<file path="src/rtl/mem_wait_bridge_if.sv">
// Processor12 memory port plus SRAM port, bundled for the mem_wait_bridge.
// slave = bridge view, master = processor/SRAM environment view.
interface mem_wait_bridge_if #(
    parameter int ADDR_BITS = 12
);
    logic [23:0]          cpu_address;
    logic                 cpu_read;
    logic                 cpu_write;
    logic [11:0]          cpu_wdata;
    logic [11:0]          cpu_rdata;
    logic                 cpu_ready;
    logic [ADDR_BITS-1:0] ram_addr;
    logic                 ram_re;
    logic                 ram_we;
    logic [11:0]          ram_wdata;
    logic [11:0]          ram_rdata;
    logic                 bus_fault;

    modport slave (
        input  cpu_address, cpu_read, cpu_write, cpu_wdata, ram_rdata,
        output cpu_rdata, cpu_ready, ram_addr, ram_re, ram_we, ram_wdata, bus_fault
    );

    modport master (
        output cpu_address, cpu_read, cpu_write, cpu_wdata, ram_rdata,
        input  cpu_rdata, cpu_ready, ram_addr, ram_re, ram_we, ram_wdata, bus_fault
    );
endinterface

</file>
<file path="src/rtl/mem_wait_bridge.sv">
// Processor12 -> single-port SRAM bridge: ready handshake, wait states, address window decode.
// Optional one-entry posted write buffer: define MEM_WAIT_BRIDGE_WRITE_BUFFER_EN.
module mem_wait_bridge #(
    parameter int ADDR_BITS   = 12,
    parameter int WAIT_STATES = 2
) (
    input  logic              clk,
    input  logic              rst,
    mem_wait_bridge_if.slave  bus
);
`ifdef MEM_WAIT_BRIDGE_WRITE_BUFFER_EN
    typedef enum logic [1:0] {IDLE, WAIT, DRAIN} state_t;
`else
    typedef enum logic [1:0] {IDLE, WAIT} state_t;
`endif

    localparam logic [3:0] W_LD    = 4'(WAIT_STATES);
    localparam logic [3:0] W_LD_M1 = (WAIT_STATES == 0) ? 4'd0 : 4'(WAIT_STATES - 1);

    state_t     state_q, state_d;
    logic [3:0] cnt_q, cnt_d;
    logic       rd_q, rd_d;
    logic       fault_q, fault_d;
`ifdef MEM_WAIT_BRIDGE_WRITE_BUFFER_EN
    logic [ADDR_BITS-1:0] buf_addr_q, buf_addr_d;
    logic [11:0]          buf_data_q, buf_data_d;
    logic                 buf_pend_q, buf_pend_d;
`endif

    logic                 ready, re, we;
    logic [11:0]          rdata, wdata;
    logic [ADDR_BITS-1:0] addr;
    logic                 req, oor;

    assign req = bus.cpu_read | bus.cpu_write;
    assign oor = (bus.cpu_address >> ADDR_BITS) != 24'd0;

    always_comb begin
        state_d = state_q;
        cnt_d   = cnt_q;
        rd_d    = rd_q;
        fault_d = fault_q;
        ready   = 1'b0;
        rdata   = 12'o0000;
        re      = 1'b0;
        we      = 1'b0;
        addr    = '0;
        wdata   = 12'o0000;
`ifdef MEM_WAIT_BRIDGE_WRITE_BUFFER_EN
        buf_addr_d = buf_addr_q;
        buf_data_d = buf_data_q;
        buf_pend_d = buf_pend_q;
`endif
        case (state_q)
            IDLE: begin
                if (!req) begin
                    ready = 1'b1;
                end else if (oor) begin
                    ready   = 1'b1;
                    fault_d = 1'b1;
                end else begin
                    // read+write together is a protocol error; the write wins
                    if (bus.cpu_read && bus.cpu_write) fault_d = 1'b1;
                    if (bus.cpu_write) begin
                        rd_d = 1'b0;
`ifdef MEM_WAIT_BRIDGE_WRITE_BUFFER_EN
                        ready      = 1'b1;
                        buf_addr_d = bus.cpu_address[ADDR_BITS-1:0];
                        buf_data_d = bus.cpu_wdata;
                        buf_pend_d = 1'b1;
                        state_d    = DRAIN;
`else
                        we    = 1'b1;
                        addr  = bus.cpu_address[ADDR_BITS-1:0];
                        wdata = bus.cpu_wdata;
                        if (WAIT_STATES == 0) begin
                            ready = 1'b1;
                        end else begin
                            cnt_d   = W_LD_M1;
                            state_d = WAIT;
                        end
`endif
                    end else begin
                        re      = 1'b1;
                        addr    = bus.cpu_address[ADDR_BITS-1:0];
                        rd_d    = 1'b1;
                        cnt_d   = W_LD;
                        state_d = WAIT;
                    end
                end
            end
            WAIT: begin
                if (cnt_q == 4'd0) begin
                    ready   = 1'b1;
                    rdata   = rd_q ? bus.ram_rdata : 12'o0000;
                    state_d = IDLE;
                end else begin
                    cnt_d = cnt_q - 4'd1;
                end
            end
`ifdef MEM_WAIT_BRIDGE_WRITE_BUFFER_EN
            DRAIN: begin
                // bus traffic that never touches the SRAM is not held off by the drain
                if (!req) begin
                    ready = 1'b1;
                end else if (oor) begin
                    ready   = 1'b1;
                    fault_d = 1'b1;
                end
                if (buf_pend_q) begin
                    we         = 1'b1;
                    addr       = buf_addr_q;
                    wdata      = buf_data_q;
                    buf_pend_d = 1'b0;
                    cnt_d      = W_LD_M1;
                    if (WAIT_STATES == 0) state_d = IDLE;
                end else if (cnt_q == 4'd0) begin
                    state_d = IDLE;
                end else begin
                    cnt_d = cnt_q - 4'd1;
                end
            end
`endif
            default: state_d = IDLE;
        endcase
    end

    always_ff @(posedge clk or negedge rst) begin
        if (!rst) begin
            state_q <= IDLE;
            cnt_q   <= 4'd0;
            rd_q    <= 1'b0;
            fault_q <= 1'b0;
`ifdef MEM_WAIT_BRIDGE_WRITE_BUFFER_EN
            buf_addr_q <= '0;
            buf_data_q <= 12'o0000;
            buf_pend_q <= 1'b0;
`endif
        end else begin
            state_q <= state_d;
            cnt_q   <= cnt_d;
            rd_q    <= rd_d;
            fault_q <= fault_d;
`ifdef MEM_WAIT_BRIDGE_WRITE_BUFFER_EN
            buf_addr_q <= buf_addr_d;
            buf_data_q <= buf_data_d;
            buf_pend_q <= buf_pend_d;
`endif
        end
    end

    // while reset is held the decode logic still sees live requests; mask it
    assign bus.cpu_ready = rst ? ready : 1'b1;
    assign bus.cpu_rdata = rst ? rdata : 12'o0000;
    assign bus.ram_re    = rst & re;
    assign bus.ram_we    = rst & we;
    assign bus.ram_addr  = rst ? addr : '0;
    assign bus.ram_wdata = rst ? wdata : 12'o0000;
    assign bus.bus_fault = fault_q;
endmodule

</file>
<file path="src/flat_wrapper.sv">
// flat-port wrapper written by rule: the top's interface ports become plain ports
module mem_wait_bridge_flat 
#(
    parameter int ADDR_BITS   = 12,
    parameter int WAIT_STATES = 2
)
  (clk, rst, bus_cpu_address, bus_cpu_read, bus_cpu_write, bus_cpu_wdata, bus_ram_rdata, bus_cpu_rdata, bus_cpu_ready, bus_ram_addr, bus_ram_re, bus_ram_we, bus_ram_wdata, bus_bus_fault);
  mem_wait_bridge_if #(.ADDR_BITS(ADDR_BITS)) bus_i ();
  input  logic clk;
  input  logic rst;
  input wire logic [$bits(bus_i.cpu_address)-1:0] bus_cpu_address;
  input wire logic [$bits(bus_i.cpu_read)-1:0] bus_cpu_read;
  input wire logic [$bits(bus_i.cpu_write)-1:0] bus_cpu_write;
  input wire logic [$bits(bus_i.cpu_wdata)-1:0] bus_cpu_wdata;
  input wire logic [$bits(bus_i.ram_rdata)-1:0] bus_ram_rdata;
  output wire logic [$bits(bus_i.cpu_rdata)-1:0] bus_cpu_rdata;
  output wire logic [$bits(bus_i.cpu_ready)-1:0] bus_cpu_ready;
  output wire logic [$bits(bus_i.ram_addr)-1:0] bus_ram_addr;
  output wire logic [$bits(bus_i.ram_re)-1:0] bus_ram_re;
  output wire logic [$bits(bus_i.ram_we)-1:0] bus_ram_we;
  output wire logic [$bits(bus_i.ram_wdata)-1:0] bus_ram_wdata;
  output wire logic [$bits(bus_i.bus_fault)-1:0] bus_bus_fault;
  assign bus_i.cpu_address = bus_cpu_address;
  assign bus_i.cpu_read = bus_cpu_read;
  assign bus_i.cpu_write = bus_cpu_write;
  assign bus_i.cpu_wdata = bus_cpu_wdata;
  assign bus_i.ram_rdata = bus_ram_rdata;
  assign bus_cpu_rdata = bus_i.cpu_rdata;
  assign bus_cpu_ready = bus_i.cpu_ready;
  assign bus_ram_addr = bus_i.ram_addr;
  assign bus_ram_re = bus_i.ram_re;
  assign bus_ram_we = bus_i.ram_we;
  assign bus_ram_wdata = bus_i.ram_wdata;
  assign bus_bus_fault = bus_i.bus_fault;
  mem_wait_bridge #(.ADDR_BITS(ADDR_BITS), .WAIT_STATES(WAIT_STATES)) u_core (.clk(clk), .rst(rst), .bus(bus_i));
endmodule
</file>
<file path="config.mk">
export PLATFORM = sky130hd
export DESIGN_NAME = mem_wait_bridge_flat
export DESIGN_NICKNAME = d
export VERILOG_FILES = /design/src/rtl/mem_wait_bridge_if.sv /design/src/rtl/mem_wait_bridge.sv /design/src/flat_wrapper.sv
export SDC_FILE = /design/constraint.sdc
export NUM_CORES = 1
export LEC_CHECK = 0
export BUFFER_PORTS_ARGS = -buffer_cell sky130_fd_sc_hd__buf_4
export CAP_MARGIN = 10
export CORE_ASPECT_RATIO = 1.75
export CORE_UTILIZATION = 27
export CTS_CLUSTER_DIAMETER = 150
export DETAILED_ROUTE_END_ITERATION = 12
export PLACE_DENSITY = 0.86
export SKIP_CTS_REPAIR_TIMING = 1
export SKIP_LAST_GASP = 1
export SYNTH_ARGS = -nofsm -noshare
export SYNTH_HDL_FRONTEND = slang
export SYNTH_SLANG_ARGS = --single-unit
export TNS_END_PERCENT = 20
</file>
<file path="constraint.sdc">
create_clock -name clk -period 1.78 [get_ports clk]
set_input_delay 0.356 -clock clk [delete_from_list [all_inputs] [get_ports clk]]
set_output_delay 0.356 -clock clk [all_outputs]
set_load 0.005 [all_outputs]
</file>
After elaboration in Yosys (flattened, before gate mapping)
Index checks and enable logic that the tools add are counted.
{"block": "classes", "add_sub_neg": 1, "n_eq_ne": 5, "mux": 37, "bitwise_logic": 4, "n_reduce_logical": 10}
{"op": "12-bit two-way mux", "count": 13}
{"op": "24-bit nonzero test", "count": 1}
{"op": "1-bit two-way mux", "count": 14}
{"op": "4-bit two-way mux", "count": 3}
{"op": "3-bit AND reduction", "count": 3}
{"op": "2-bit two-way mux", "count": 4}
{"op": "4-bit case mux with 2 select lines", "count": 1}
{"op": "4-bit logical NOT", "count": 1}
{"op": "2-bit by 1-bit != test with 1-bit output, second input constant", "count": 2}
{"op": "2-bit != test, second input constant", "count": 2}
{"op": "2-bit case mux with 2 select lines", "count": 1}
{"op": "4-bit AND reduction", "count": 1}
{"op": "2-bit nonzero test", "count": 2}
{"op": "4-bit by 1-bit subtractor with 4-bit output, second input constant", "count": 1}
{"op": "1-bit bitwise AND", "count": 2}
{"op": "2-bit by 1-bit == test with 1-bit output, second input constant", "count": 1}
{"op": "2-bit logical NOT", "count": 1}
{"op": "1-bit case mux with 2 select lines", "count": 1}
{"op": "1-bit logical AND", "count": 1}
{"op": "1-bit NOT", "count": 1}
{"op": "1-bit OR", "count": 1}
{"block": "word_totals", "regBits": 8, "out_inout_bits": 40, "elab_cells": 61}

Logic depth before layout (Yosys ltp)
Gate-level depths: netlist of the first run.
{"block": "logic_depth", "depth_word": 5, "depth_mapped": 6, "ltp_nobuf": 6}

Worst setup path after synthesis of the first run
Ideal clock, no wire load.
{"block": "synth_timing", "kind": "flip-flop to output port", "from": "reg u_core.cnt_q[0]", "to": "out bus_cpu_rdata[10]", "t_arrival_ps": 1479, "required_ps": 1424, "setup_slack_ps": -55, "path_stages_with_launch": 7, "path_cell_list": "dfrtp_1 -> inv_1 -> ha_1 -> or3b_4 -> nor2_1 -> clkbuf_1 -> and2_1"}
{"block": "synth_via", "elab_chain_cells": 4}
{"element": "from (decl)", "line_no": "mem_wait_bridge.sv:21", "source": "logic [3:0] cnt_q, cnt_d;"}
{"element": "from (signal assigned)", "line_no": "mem_wait_bridge.sv:141", "source": "cnt_q <= cnt_d;"}
{"element": "4-bit logical NOT", "line_no": "mem_wait_bridge.sv:93", "source": "if (cnt_q == 4'd0) begin"}
{"element": "12-bit two-way mux", "line_no": "mem_wait_bridge.sv:93"}
{"element": "12-bit two-way mux", "line_no": "mem_wait_bridge.sv:54", "source": "case (state_q)"}
{"element": "12-bit two-way mux", "line_no": "mem_wait_bridge.sv:154", "source": "assign bus.cpu_rdata = rst ? rdata : 12'o0000;"}
{"element": "to (decl)", "line_no": "flat_wrapper.sv:16", "source": "output wire logic [$bits(bus_i.cpu_rdata)-1:0] bus_cpu_rdata;"}
No other way between the ends.

Final worst setup path of the first run
{"block": "layout_timing", "from": "reg u_core.cnt_q[1]", "to": "out bus_cpu_rdata[4]"}
Same word-level chain as after synthesis.

==> results of run 1 <==
[worst max path at each step]
| stage | from | end | slack (ns) | cells past startpoint |
|---|---|---|---|---|
| 5_1_grt | u_core.cnt_q[1] | bus_cpu_rdata[2] | -0.36 | 7 |
| 2_1_floorplan | u_core.cnt_q[0] | bus_cpu_rdata[10] | 0.002 | 6 |
| 3_5_place_dp | bus_cpu_address[14] | bus_ram_wdata[9] | -0.21 | 6 |
| 3_3_place_gp | bus_cpu_address[14] | bus_ram_addr[7] | -0.15 | 6 |
| 4_1_cts | u_core.cnt_q[1] | bus_cpu_rdata[3] | -0.33 | 7 |
| 6_report | u_core.cnt_q[1] | bus_cpu_rdata[4] | -0.31 | 7 |
[per-layer routing]
layer / GRT usage / vias up / share of wire
met2: 0.418 / 59 / 0.57
met3: 0.0428 / 6 / 0.10
met1: 0.172 / 450 / 0.31
met5: 0 / - / 0
li1: - / 477 / -
met4: 0.0819 / 0 / 0.014
[layout make-up]
cell class	count	area [µm²]	share of cell area
Timing Repair Buffer	103	806	0.516
Clock buffer	4	45.0	0.0288
Tap cell	25	31.3	0.0200
Multi-Input combinational cell	69	493	0.316
Inverter	3	11.3	0.00721
Sequential cell	7	175	0.112
[cell families after synthesis]
group	Yosys count	share of synthesized area
AND/OR/NAND/NOR	57	0.512
buffers and inverters	7	0.0490
flip-flops	7	0.264
AO/OA/AOI/OAI	6	0.0735
XOR/XNOR	2	0.0264
multiplexers	2	0.0377
adder cells (fa/ha/maj)	2	0.0377
[worst max-delay path: cells and delay by family (launching register included)]
family / cells / cell delay (ns)
adder cells (fa/ha/maj): 1 / 0.13
AND/OR/NAND/NOR: 3 / 0.67
buffers and inverters: 3 / 0.31
flip-flops: 1 / 0.39
[registers in the layout (all words and copies together), names as in the netlist]
signal                count
u_core.cnt_q              4
u_core.bus.bus_fault      1
u_core.rd_q               1
u_core.state_q            1
[per-stage QoR]
step,util,area (µm²)
2_1_floorplan,-,666
3_3_place_gp,0.619,1430
3_5_place_dp,0.619,1430
4_1_cts,0.639,1470
5_1_grt,0.678,1560
6_report,0.678,1560
[cell usage in the layout, fill, tap and decap left out, types with 2 or more instances in the layout]
master    instances
and3_2            2
dfrtp_1           7
nor2_1            3
and2_1           31
a21oi_1           2
nand2_1           3
buf_6             8
nor2b_1           2
and2_4            6
nor4_1            3
clkbuf_8          3
buf_4            94
inv_2             2
nand3_1           3
[where the power goes]
| part | internal, µW | switching, µW |
|---|---|---|
| registers | 174 | 9.79 |
| clock network | 154 | 61.2 |
| logic | 113 | 57.0 |
==> run_results.csv, run 1 <==
group,metric,value,unit
drt,vias_per_cell,4.70,
logic_synthesis,synth_async_sr_flop_share,1.00,
sta,clock_skew,0.000752,ns
global_routing,grt_pass1_vias,907,
logic_synthesis,synth_top_area_frac,0.348,
setup_path,end_kind,"output port",
clock_tree,clk_pin_slew_worst_paths,0.04,ns
placement,dp_hpwl,2.33,mm
clock_tree,cts_max_level,1,
pwr,peakVddDrop,0.434,mV
placement,place.gp.congestion,0.810,
sta,grt_setup_unrepaired,"true",
layout,syn_to_final_growth,135,%
worst_hold_path,hold_path_class,"reg -> reg",
setup_path,crit_top_cell,"buf_6",
logic_synthesis,ys_types,25,
sta,min_period_over_period,1.17,
global_routing,track_usage,0.206,
logic_synthesis,syn_nets,137,
sta,tightest_slew,0.305,ns
clock_tree,cts_tree,"done",
drt,dr.pass1.iters,3,
global_routing,grt_max_degree,14,
sta,drv_slew,0,
logic_synthesis,yosys.cell_count.top_type,"and2_1",
logic_synthesis,ys_seq_area_frac,0.264,
drt,drc_errors,0,
run_status,status,"complete, but fails checks",
logic_synthesis,synth_area_leader_cell,"and2_1",
floorplan,die_area,2670,µm²
sta,fin_hold_ws,0.481,ns
pwr,power,570,µW
sta,max_slew_margin,0.797,
drt,drtIter0Drc,2,
setup_path,path_class,"reg -> out",
setup_path,crit_chain,"inv_2 > ha_4 > or3b_4 > nor2_4 > buf_6 > and2_4 > buf_6",
worst_hold_path,holdPathEnd,"u_core.bus.bus_fault",
drt,routedWlPerCell,13.7,µm
sta,finalCriticalPeriod,2.09,ns
worst_hold_path,hold_depth,1,
logic_synthesis,synth_seq_cells,7,
setup_path,timing.rr.end,"u_core.cnt_q[1]",
sta,fin_setup_tns,-7.46,ns
floorplan,design.portCount,92,
logic_synthesis,synthTopCellsByArea,"and2_1 35%, dfrtp_1 26%, ha_1 3.8%",
logic_synthesis,synthFlopType,"dfrtp_1",
layout,fin_nets,241,
setup_path,worstPathRequired,1.42,ns
sta,max_freq,479,MHz
run_status,failed_checks,"setup timing",
logic_synthesis,yosys-top-cells-count,"37 x and2_1, 7 x dfrtp_1, 4 x nor2_1",
placement,portBuffers,91,
drt,ant_nets,0,
floorplan,rows,23,
layout,n_antenna_cell,0,
setup_path,r2r_cells,5,
layout,fill_cells,169,
floorplan,die_h,67.6,µm
pwr,p_leak,0.000841,µW
clock_tree,clkSinkCount,7,
clock_tree,root_buffer,"clkbuf_8",
logic_synthesis,yosys_warnings,0,
pwr,power.density,365,nW/µm²
sta,hold_viol,0,
drt,wirelength,2.90,mm
logic_synthesis,syn-cell-area,664,µm²
sta,setup_viol,38,
clock_tree,clk_latency,0.22,ns
logic_synthesis,syn_inst,83,
clock_tree,numCtsBuffers,3,
setup_path,worstReg2RegStart,"u_core.cnt_q[1]",
global_routing,grt_remaining_overflow,0,
floorplan,die_w,39.5,µm
floorplan,initial_utilization,0.289,
setup_path,crit_arrival,1.73,ns
global_routing,antenna_found_initial,0,
layout,drive_gt1_frac,0.645,
flow_run,maxCapViolations,0,
logic_synthesis,synth_edf_count,0,
logic_synthesis,synth.avg_cell_area,8.00,µm²
setup_path,critPathSlowestCell,"or3b_4",
setup_path,max_stage_delay,0.41,ns
placement,dp_slack,-0.209,ns
global_routing,grt_first_pass_wirelength,3.87,mm
floorplan,core,2300,µm²
clock_tree,cts_max_path_buffers,2,
drt,vias,992,
setup_path,worst-r2r-setup-slack,0.03,ns
layout,stdcell_count,211,
worst_hold_path,min_from,"u_core.bus.bus_fault",
sta,setup_slack,-0.306,ns
setup_path,worst_setup_path_start_kind,"flip-flop",
placement,placed_cells,204,
setup_path,cp_max_fo,6,
No activity file was read; power rests on OpenSTA's default activity.
==> run 2, diff against run 1 <==
Settings changed: ABC_AREA set to 1, CORE_UTILIZATION 27 to 31, PLACE_DENSITY 0.86 to 0.88.
==> run 2 against run 1 <==
  * The run ends with hold timing, setup timing left
  * Via count rose by 24%
  * Critical path depth fell by 1
  * Final cell count rose by 23%
  * Worst hold slack got worse by 0.52 ns
  * Total power rose by 56%
  * Sequential share of layout area fell by 1.8 points
  * Synthesized area rose by 24%
  * Sequential cell count did not move
  * Critical endpoint is now bus_cpu_rdata[8]
  * Largest power group is now combinational cells
==> run_results.csv, run 2 <==
group,metric,value,unit
logic_synthesis,syn_nets,184,
logic_synthesis,yosys-top-cells-count,"32 x inv_1, 22 x nor2_1, 17 x nand2_1",
layout,drive_gt1_frac,0.684,
logic_synthesis,synth_top_family_by_area,"simple AND/OR/NAND/NOR gates",
setup_path,end_kind,"output port",
pwr,p_leak,0.00102,µW
sta,max_slew_margin,0.591,
floorplan,rows,24,
worst_hold_path,hold_path_class,"in -> async",
logic_synthesis,synth_edf_count,0,
pwr,power.density,473,nW/µm²
placement,dp_hpwl,2.27,mm
sta,max_freq,554,MHz
setup_path,worst_setup_path_start_kind,"flip-flop",
floorplan,die_w,41.0,µm
clock_tree,clk_pin_slew_worst_paths,0.04,ns
global_routing,antenna_found_initial,0,
placement,dp_slack,-0.0216,ns
drt,wirelength,3.55,mm
clock_tree,cts_max_path_buffers,2,
clock_tree,clk_latency,0.23,ns
logic_synthesis,yosys.cell_count.top_type,"inv_1",
run_status,status,"complete, but fails checks",
setup_path,path_class,"reg -> out",
global_routing,grt_remaining_overflow,0,
layout,most-common-layout-cells,"91 x buf_4, 30 x inv_1, 21 x nor2_2",
logic_synthesis,synth.avg_cell_area,6.33,µm²
global_routing,track_usage,0.205,
logic_synthesis,synth_top_area_frac,0.213,
drt,dr.pass1.iters,4,
floorplan,design.portCount,92,
logic_synthesis,synth_area_leader_cell,"dfrtp_1",
sta,drv_slew,0,
clock_tree,numCtsBuffers,3,
sta,hold_viol,1,
clock_tree,clkSinkCount,7,
logic_synthesis,synth_seq_cells,7,
logic_synthesis,syn_inst,130,
logic_synthesis,syn-cell-area,823,µm²
sta,setup_viol,7,
sta,finalCriticalPeriod,1.80,ns
setup_path,cp_max_fo,6,
sta,min_period_over_period,1.01,
drt,vias,1228,
clock_tree,cts_tree,"done",
drt,routedWlPerCell,13.7,µm
layout,fin_nets,289,
global_routing,grt_pass1_vias,1044,
logic_synthesis,synth_async_sr_flop_share,1.00,
run_status,failed_checks,"hold timing, setup timing",
flow_run,maxCapViolations,0,
logic_synthesis,synthTopCellsByArea,"dfrtp_1 21%, inv_1 15%, nor3b_1 11%",
logic_synthesis,synthMuxAreaShare,0,
clock_tree,cts_max_level,1,
drt,vias_per_cell,4.72,
sta,clock_skew,0.000597,ns
logic_synthesis,synth-simple-area-share,0.524,
sta,fin_hold_ws,-0.0395,ns
clock_tree,root_buffer,"clkbuf_8",
layout,layout_commonest_cell,"buf_4",
floorplan,initial_utilization,0.330,
logic_synthesis,synthFlopType,"dfrtp_1",
pwr,peakVddDrop,0.904,mV
setup_path,crit_arrival,1.45,ns
logic_synthesis,ys_types,22,
global_routing,grt_first_pass_wirelength,4.13,mm
logic_synthesis,ys_seq_area_frac,0.213,
layout,top_register,"u_core.cnt_q",
logic_synthesis,yosys_warnings,0,
drt,drtIter0Drc,22,
logic_synthesis,synth_fa_ha_area_frac,0.0304,
drt,ant_nets,0,
layout,n_antenna_cell,0,
floorplan,die_h,70.2,µm
setup_path,worstPathRequired,1.42,ns
floorplan,die_area,2870,µm²
layout,fill_cells,206,
floorplan,core,2490,µm²
sta,fin_setup_tns,-0.107,ns
layout,largest_reg_flops,4,
logic_synthesis,synth_xor_area_frac,0.0106,
drt,drc_errors,0,
sta,grt_setup_unrepaired,"true",
global_routing,grt_max_degree,14,
placement,portBuffers,91,
sta,tightest_slew,0.611,ns
sta,setup_slack,-0.0244,ns
placement,place.gp.congestion,0.717,
logic_synthesis,synth_compound_area_frac,0.0334,
layout,syn_to_final_growth,128,%
## run 2: layer usage
metal  wire length, µm  GRT usage  vias to the layer above
met2              2060      0.358                       63
met3               266     0.0317                       18
li1                  -          -                      605
met1              1050      0.190                      542
met5                 0          0                        -
met4               174      0.141                        0
## run 2: area by class of cell
class,count,area [µm²],share of cell area
repair buffers,102,807,0.429
flip-flops and latches,7,176,0.0938
clock buffers,4,45.0,0.0240
well taps,26,32.5,0.0173
inverters,33,124,0.0659
multi-input cells,88,696,0.370
## run 2: power breakdown
group          internal, µW  switching [µW]  total [µW]  leakage, µW
sequential              204            48.0         252    0.0000797
clock                   155            70.6         226    0.0000228
combinational           204             209         413     0.000916
total                   562             328         890      0.00102
## run 2: cells by family after synthesis
kind of cell,count (synthesis)
AO/OA/AOI/OAI,5
XOR/XNOR,1
adder cells (fa/ha/maj),2
buffers and inverters,37
flip-flops,7
AND/OR/NAND/NOR,78
## run 2: through the flow
step	area, µm²	util	cells	power [µW]
floorplan	823	-	130	397
global placement	1550	0.623	249	519
detailed placement	1550	0.623	249	531
CTS	1600	0.641	253	762
global route	1880	0.755	260	938
finish	1880	0.755	260	890
## run 2: critical path, cell delays in order (launching register included)
cell and delay [ns]:
dfrtp_1 0.40, inv_2 0.10, ha_4 0.15, nand3_4 0.09
buf_6 0.16, nor3b_2 0.18, buf_4 0.14
## run 2: path summary, 6_finish.rpt
kind / start / end / depth (start not counted) / slack [ns]
max reg2reg: u_core.cnt_q[1] / u_core.cnt_q[3] / 8 / 0.50
min: rst / u_core.rd_q / 1 / -0.04
min in group clk: u_core.bus.bus_fault / u_core.bus.bus_fault / 1 / 0.46
max: u_core.cnt_q[1] / bus_cpu_rdata[8] / 6 / -0.02
max in group asynchronous: rst / u_core.state_q[0] / 2 / 1.48
min reg2reg: u_core.bus.bus_fault / u_core.bus.bus_fault / 1 / 0.46
==> run 3, diff against run 2 <==
Settings changed: REMOVE_ABC_BUFFERS set to 1.
==> run 3 against run 2 <==
  * The run ends with setup timing left
  * First-iteration DRC count increased by 32%
  * Clock power about the same
  * Count of clock-buffer cells in the layout unchanged
  * Global-route usage decreased by 2.5 points
  * Worst hold slack improved by 0.12 ns
  * Maximum frequency decreased by 4.1%
  * Routed wire length decreased by 5.3%
  * Critical path type unchanged
  * Largest power group unchanged
==> run_results.csv, run 3 (synthesized netlist as in run 2, its figures left out) <==
group,metric,value,unit
run_status,status,"complete, but fails checks",
run_status,failed_checks,"setup timing",
global_routing,grt_pass1_vias,1005,
setup_path,cp_max_fo,6,
drt,vias,1249,
sta,hold_viol,0,
setup_path,path_class,"reg -> out",
drt,routedWlPerCell,12.7,µm
clock_tree,cts_tree,"done",
drt,drtIter0Drc,29,
layout,top_register,"u_core.cnt_q",
placement,placed_cells,251,
floorplan,die_h,70.2,µm
global_routing,antenna_found_initial,0,
sta,fin_setup_tns,-0.487,ns
sta,fin_hold_ws,0.0785,ns
clock_tree,clk_latency,0.23,ns
drt,dr.pass1.iters,4,
sta,finalCriticalPeriod,1.88,ns
pwr,sw_frac_of_total,0.350,
pwr,p_leak,0.00104,µW
sta,setup_viol,16,
clock_tree,cts_max_level,1,
placement,dp_slack,0.0695,ns
layout,layout_commonest_cell,"buf_4",
drt,vias_per_cell,4.71,
layout,drive_gt1_frac,0.632,
placement,placed_cell_area,1580,µm²
layout,syn_to_final_growth,125,%
floorplan,core,2490,µm²
clock_tree,clkSinkCount,7,
clock_tree,root_buffer,"clkbuf_8",
drt,wirelength,3.36,mm
sta,max_freq,531,MHz
layout,n_antenna_cell,0,
sta,clock_skew,0.00297,ns
placement,place.gp.congestion,0.818,
sta,tightest_slew,0.257,ns
sta,max_slew_margin,0.828,
sta,min_period_over_period,1.06,
clock_tree,cts_max_path_buffers,2,
sta,drv_slew,0,
drt,ant_nets,0,
pwr,seq_power_share,0.285,
worst_hold_path,hold_path_class,"in -> async",
pwr,pwr-share-comb,0.460,
pwr,peakVddDrop,0.395,mV
pwr,power.share.clock,0.255,
pwr,p_sw,312,µW
placement,portBuffers,91,
drt,drc_errors,0,
setup_path,crit_arrival,1.53,ns
global_routing,grt_remaining_overflow,0,
floorplan,rows,24,
floorplan,initial_utilization,0.330,
sta,grt_setup_unrepaired,"true",
sta,setup_slack,-0.102,ns
placement,dp_hpwl,2.11,mm
floorplan,die_area,2870,µm²
floorplan,design.portCount,92,
layout,largest_reg_flops,4,
clock_tree,clk_pin_slew_worst_paths,0.04,ns
global_routing,grt_max_degree,14,
pwr,internal_power,580,µW
layout,stdcell_area,1850,µm²
setup_path,worstPathRequired,1.42,ns
layout,most-common-layout-cells,"102 x buf_4, 30 x inv_1, 17 x nand2_1, 17 x nor2_1, 16 x nor2_2",
setup_path,end_kind,"output port",
setup_path,worst_setup_path_start_kind,"flip-flop",
layout,fin_nets,294,
clock_tree,numCtsBuffers,3,
global_routing,track_usage,0.180,
global_routing,grt_first_pass_wirelength,3.74,mm
flow_run,maxCapViolations,0,
floorplan,die_w,41.0,µm
pwr,power.density,482,nW/µm²
layout,stdcell_count,265,
## run 3: changes by cell type in the layout (fill, tap and decap cells not counted), moves of 2 or more
cell	delta
buf_6	-8
nand2_1	+2
nor2_4	-4
nor3b_1	+2
nor3b_2	-3
nor2_2	-5
nor2_1	+9
buf_4	+11
## run 3: final timing paths
| check | startpoint | end | slack (ns) | depth (start not counted) |
|---|---|---|---|---|
| min in group clk | bus_cpu_read | u_core.bus.bus_fault | 0.46 | 4 |
| max in group asynchronous | rst | u_core.cnt_q[3] | 1.06 | 2 |
| worst min-delay path | rst | u_core.cnt_q[0] | 0.08 | 2 |
| worst max register to register | u_core.cnt_q[0] | u_core.cnt_q[3] | 0.50 | 8 |
| worst min register to register | u_core.bus.bus_fault | u_core.bus.bus_fault | 0.47 | 1 |
| worst max-delay path | u_core.cnt_q[0] | bus_cpu_rdata[9] | -0.10 | 6 |
## run 3: area by class of cell
class                      instances  area, µm²
timing repair buffer             108        855
fill                             165        643
multi-input combinational         87        617
inverter                          33        124
clock buffer                       4       45.0
sequential                         7        176
tap                               26       32.5
## run 3: metrics by stage
step | power (µW) | util
final | 891 | 0.742
after global routing | 961 | 0.742
after CTS | 770 | 0.652
after detailed placement | 528 | 0.634
after global placement | 515 | 0.634
after floorplan | 397 | -
## run 3: power by group through the flow
stage / registers, µW / logic, µW / clock network, µW
floorplan: 234 / 163 / 0
global placement: 242 / 273 / 0
detailed placement: 245 / 283 / 0
CTS: 243 / 295 / 231
global route: 258 / 464 / 238
finish: 254 / 410 / 227
## run 3: metal layers
layer / track usage / vias to the layer above / wire (µm)
met5: 0 / - / 0
met4: 0.0963 / 0 / 134
met3: 0.0159 / 13 / 376
met2: 0.359 / 78 / 1860
met1: 0.137 / 548 / 992
li1: - / 610 / -
## run 3: critical path: stages, from the launching register on
cell	delay [ns]
dfrtp_1	0.40
inv_2	0.10
ha_4	0.15
nand3_4	0.10
buf_6	0.16
nor3b_1	0.22
buf_4	0.16
